### src/rtl/multi_tick_gen.sv
// multi_tick_gen: NUM_CH independent programmable tick generators with
// in-phase sync and a single-slot valid/ready divisor update path.
// Ports: clk, rst (sync, active-high), ch_en, sync, cfg_valid/cfg_ch/cfg_div,
//   cfg_ready, cfg_err, tick (per channel), tick_count (16 bits per channel).
// Build option: define MULTI_TICK_GEN_COUNT_EN to enable the per-channel
//   tick counters; otherwise tick_count is tied to 0.
module multi_tick_gen #(
    parameter int NUM_CH   = 4,
    parameter int DIV_W    = 32,
    parameter int DIV_INIT = 25000,
    localparam int CH_W    = (NUM_CH > 1) ? $clog2(NUM_CH) : 1
) (
    input  logic                 clk,
    input  logic                 rst,
    input  logic [NUM_CH-1:0]    ch_en,
    input  logic                 sync,
    input  logic                 cfg_valid,
    input  logic [CH_W-1:0]      cfg_ch,
    input  logic [DIV_W-1:0]     cfg_div,
    output logic                 cfg_ready,
    output logic                 cfg_err,
    output logic [NUM_CH-1:0]    tick,
    output logic [NUM_CH*16-1:0] tick_count
);

    localparam logic [DIV_W-1:0] DIV_RST  = DIV_W'(DIV_INIT);
    localparam logic [DIV_W-1:0] ONE      = DIV_W'(1);
    localparam logic [CH_W:0]    NUM_CH_L = (CH_W+1)'(NUM_CH);

    logic [NUM_CH-1:0][DIV_W-1:0] cnt_q, cnt_d;
    logic [NUM_CH-1:0][DIV_W-1:0] div_q, div_d;
    logic [NUM_CH-1:0]            tick_q, tick_d;
    logic                         pend_vld_q, pend_vld_d;
    logic [CH_W-1:0]              pend_ch_q, pend_ch_d;
    logic [DIV_W-1:0]             pend_div_q, pend_div_d;
    logic                         cfg_err_q, cfg_err_d;

    logic [NUM_CH-1:0]            wrap;
    logic [NUM_CH-1:0]            apply;
    logic                         cfg_bad;

    always_comb begin
        wrap  = '0;
        apply = '0;
        for (int i = 0; i < NUM_CH; i++) begin
            wrap[i]  = ch_en[i] && (cnt_q[i] == div_q[i] - ONE);
            // Pending divisor lands at a point where the counter restarts anyway.
            apply[i] = pend_vld_q && (pend_ch_q == CH_W'(i))
                       && (wrap[i] || sync || !ch_en[i]);
        end
    end

    assign cfg_bad = (cfg_div == '0) || ({1'b0, cfg_ch} >= NUM_CH_L);

    always_comb begin
        cnt_d      = cnt_q;
        div_d      = div_q;
        tick_d     = '0;
        pend_vld_d = pend_vld_q;
        pend_ch_d  = pend_ch_q;
        pend_div_d = pend_div_q;
        cfg_err_d  = 1'b0;

        for (int i = 0; i < NUM_CH; i++) begin
            if (!ch_en[i] || sync || wrap[i]) begin
                cnt_d[i] = '0;
            end else begin
                cnt_d[i] = cnt_q[i] + ONE;
            end
            // Sync wins over a coincident wrap: no tick that cycle.
            tick_d[i] = wrap[i] && !sync;
            if (apply[i]) begin
                div_d[i] = pend_div_q;
                cnt_d[i] = '0;
            end
        end

        if (|apply) begin
            pend_vld_d = 1'b0;
        end

        if (cfg_valid && !pend_vld_q) begin
            if (cfg_bad) begin
                cfg_err_d = 1'b1;
            end else begin
                pend_vld_d = 1'b1;
                pend_ch_d  = cfg_ch;
                pend_div_d = cfg_div;
            end
        end
    end

    always_ff @(posedge clk) begin
        if (rst) begin
            cnt_q      <= '0;
            div_q      <= {NUM_CH{DIV_RST}};
            tick_q     <= '0;
            pend_vld_q <= 1'b0;
            pend_ch_q  <= '0;
            pend_div_q <= '0;
            cfg_err_q  <= 1'b0;
        end else begin
            cnt_q      <= cnt_d;
            div_q      <= div_d;
            tick_q     <= tick_d;
            pend_vld_q <= pend_vld_d;
            pend_ch_q  <= pend_ch_d;
            pend_div_q <= pend_div_d;
            cfg_err_q  <= cfg_err_d;
        end
    end

    assign cfg_ready = !pend_vld_q;
    assign cfg_err   = cfg_err_q;
    assign tick      = tick_q;

`ifdef MULTI_TICK_GEN_COUNT_EN
    logic [NUM_CH-1:0][15:0] tcnt_q, tcnt_d;

    // Counts alongside the registered tick so tick_count includes the
    // pulse currently visible on tick.
    always_comb begin
        tcnt_d = tcnt_q;
        for (int i = 0; i < NUM_CH; i++) begin
            tcnt_d[i] = tcnt_q[i] + {15'd0, tick_d[i]};
        end
    end

    always_ff @(posedge clk) begin
        if (rst) begin
            tcnt_q <= '0;
        end else begin
            tcnt_q <= tcnt_d;
        end
    end

    assign tick_count = tcnt_q;
`else
    assign tick_count = '0;
`endif

endmodule

### config.mk
export PLATFORM = sky130hd
export DESIGN_NAME = multi_tick_gen
export DESIGN_NICKNAME = d
export VERILOG_FILES = /design/src/rtl/multi_tick_gen.sv
export SDC_FILE = /design/constraint.sdc
export NUM_CORES = 1
export LEC_CHECK = 0
export CAP_MARGIN = 10
export CORE_ASPECT_RATIO = 1.4
export CORE_MARGIN = 3
export CORE_UTILIZATION = 58
export DETAILED_ROUTE_END_ITERATION = 6
export GPL_ROUTABILITY_DRIVEN = 0
export GPL_TIMING_DRIVEN = 0
export HOLD_SLACK_MARGIN = 0.1
export PLACE_DENSITY = 0.78
export SYNTH_ARGS = -nofsm -noshare
export SYNTH_HDL_FRONTEND = slang
export SYNTH_SLANG_ARGS = --single-unit
export TNS_END_PERCENT = 30
### constraint.sdc
create_clock -name clk -period 11.2 [get_ports clk]
set_input_delay 2.24 -clock clk [delete_from_list [all_inputs] [get_ports clk]]
set_output_delay 2.24 -clock clk [all_outputs]
set_load 0.05 [all_outputs]
==> results by group <==
Synthesis
  • Count leader, synth: dfxtp_1
  • Netlist cell types: 80
  • Yosys reg bits: 296
  • Top post-synthesis cells by count: dfxtp_1, nor2_1, nand3_1
  • Synth top area cells: dfxtp_1, xnor2_1, xor2_1
  • Seq/Total Area, Yosys: 35.57%
  • YS warnings: 0
  • Post-synthesis async set-or-reset flop share: 0%
  • Synth Flop Type: dfxtp_1
  • Cells after synthesis: 2049
  • Post-synth top area cell: dfxtp_1
  • Post-Syn Area: 0.01666 mm²
  • Yosys top cell area share: 35.57%
  • Post-synth EDFFs: 0
  • Mean Syn Cell Area: 8.130 µm²

STA
  • Final slew viol count: 0
  • FMAX: 207.3 MHz
  • Max_slew headroom: 30.16%
  • Fin. Hold Viols: 0
  • Final setup fails: 0
  • RSZ-0062 raised after global routing: no
  • TNS Setup: 0 ns
  • Hold Slack: 0.4963 ns
  • Layout Skew: 0.01751 ns
  • Minimum clock period after layout: 4.824 ns
  • Actual slew at the worst max-slew pin: 1.038 ns
  • Final period util: 43.07%

Clock network
  • Root Buffer Master: clkbuf_16
  • Clk buf depth: 3
  • Post-cts sizing count: 0
  • CTS tree: yes
  • Clock Sinks: 296
  • Hold_buf cts: 0
  • Post-CTS Setup Repair Bufs: 0
  • Cts bufs inserted: 29
  • Insertion delay to the later sink of the worst-skew pair: 0.58 ns
  • H-tree depth: 1
  • Clock-pin slew on the worst setup and hold paths: 0.06 ns

Drt
  • Detailed-route via count: 15300
  • Antenna-violating nets left: 0
  • Via-to-Cell Ratio: 5.924
  • DRC viols: 0
  • Initial DRC count: 1051
  • First-pass DRT Iterations: 6
  • Drt wl/cell: 17.58 µm
  • WL final: 45.40 mm

Worst setup path
  • Worst Reg-to-Reg Cells: 13
  • CP Max Fanout: 10
  • Crit Path Class: input port to flop
  • CP endpoint kind: flop
  • Internal reg-to-reg setup slack: 6.71 ns
  • Crit path launch type: input port
  • Reg2Reg Capture Point: div_q[111]
  • Worst path arrival time: 5.26 ns
  • Worst r2r src: div_q[96]
  • CP required: 11.64 ns

Worst hold path
  • Hold Crit Class: flop to flop
  • WHS Path Cells: 1
  • Worst hold start: cnt_q[0]
  • Worst Hold End: cnt_q[0]

Placement
  • HPWL Detailed: 34.01 mm
  • Inst Count DP: 2527
  • PortBufs: 45
  • DP Area: 0.01781 mm²

Flow run
  • Max-cap violations: 0

Layout
  • Fillcell total: 2364
  • Finished Layout Cells: 2582
  • FF/Latch Area: 0.005926 mm²
  • Synth-to-layout area growth: 12.90%
  • Diodes inserted: 0
  • Multi-input gate area: 0.009856 mm²
  • Nets: 2239
  • Final instance area: 0.01881 mm²
  • Ratio of cells with drive above 1 in the final layout: 7.595%

Global route
  • First-pass GRT wire length: 72.61 mm
  • Gr usage total: 28.89%
  • Grt ovf: 0
  • Vias in the first global route: 14410
  • Largest net degree at the start of global routing: 17
  • Antenna violations before repair: 0

Floorplanning
  • Core area: 0.02793 mm²
  • Initial Utilization: 59.65%
  • IO Count: 112
  • # rows: 72
  • Die X: 149.2 µm
  • Die footprint: 0.03082 mm²
  • Die Ht: 206.5 µm

Pwr
  • Leakage: 6.553 nW
  • Pwr dens: 125.2 mW/mm²
  • Maximum vdd drop: 0.1242 mV

Run status
  • Status: finished, final reports clean
==> routing by layer <==
metal,up-vias,part of all wire [%],GRT usage (%)
li1,7435,-,-
met3,169,6.2,3.773
met5,-,0,0
met2,542,49,51.19
met4,0,6.0,16.16
met1,7150,39,33.52
==> logic make-up after synthesis <==
family | synth area share [%]
simple gates | 27.03
compound gates | 11.27
flops | 35.57
xor+xnor | 14.35
buf+inv | 6.685
mux | 4.469
fa+ha+maj | 0.6009
other cells | 0.02251
==> critical path, stage by stage <==
cell and delay, ns:
clkdlybuf4s50_1 0.57, nand3_1 0.10, nor4b_1 0.33, nand4_1 0.15, or4_4 0.57, a2111oi_4 0.39, a311oi_1 0.26, clkbuf_1 0.26
o21ai_0 0.27, a21oi_1 0.12
==> cell type report <==
type,instances,share of cell area (%)
plain buffers,173,5.202
clock buffers,37,4.284
clock inverters,17,1.005
inverters,36,0.7185
multi-input cells,1607,52.40
flip-flops and latches,296,31.51
well taps,370,2.461
repair buffers,46,2.422
==> cell usage in the layout, fill, tap and decap left out, drive strengths merged, types with 13 or more instances in the layout <==
| cell | instances |
|---|---|
| or3 | 20 |
| conb | 64 |
| nand4 | 52 |
| or4 | 28 |
| buf | 96 |
| nor4 | 61 |
| nor3 | 55 |
| xor2 | 130 |
| nor2 | 269 |
| nor2b | 13 |
| xnor2 | 143 |
| nand3 | 195 |
| a21oi | 94 |
| and4 | 13 |
| dfxtp | 296 |
| o21ai | 117 |
| clkbuf | 115 |
| nand2 | 91 |
| clkdlybuf4s50 | 45 |
| mux2i | 71 |
| inv | 37 |
| and3 | 26 |
==> sequential cells by signal (all words and copies together) (netlist names) <==
register,flops
cnt_q,128
cfg_err,1
tick,4
pend_vld_q,1
div_q,128
pend_div_q,32
pend_ch_q,2
==> power breakdown <==
group	total (mW)	leakage, nW	switching, mW	internal, mW
Sequential	1.11	2.39	0.0399	1.07
Combinational	0.230	3.68	0.151	0.0786
Clock	1.01	0.480	0.434	0.581
==> worst max path at each step <==
stage	startpoint	end	slack, ns	cells after the start
after floorplan	ch_en[2]	div_q[71]	6.91	9
after global placement	ch_en[1]	cnt_q[58]	5.91	9
after detailed placement	ch_en[2]	cnt_q[87]	5.85	10
after CTS	ch_en[2]	div_q[71]	6.40	10
after global routing	ch_en[3]	div_q[111]	6.19	11
final	ch_en[2]	div_q[81]	6.38	10
==> per-stage QoR <==
stage	utilization, %	total power [mW]	worst slack (ns)
after floorplan	-	1.287	6.913
after global placement	63.77	1.352	5.912
after detailed placement	63.77	1.356	5.851
after CTS	67.33	2.363	6.400
after global routing	67.35	2.427	6.195
final	67.35	2.355	6.376
No activity file was read; power rests on OpenSTA's default activity.
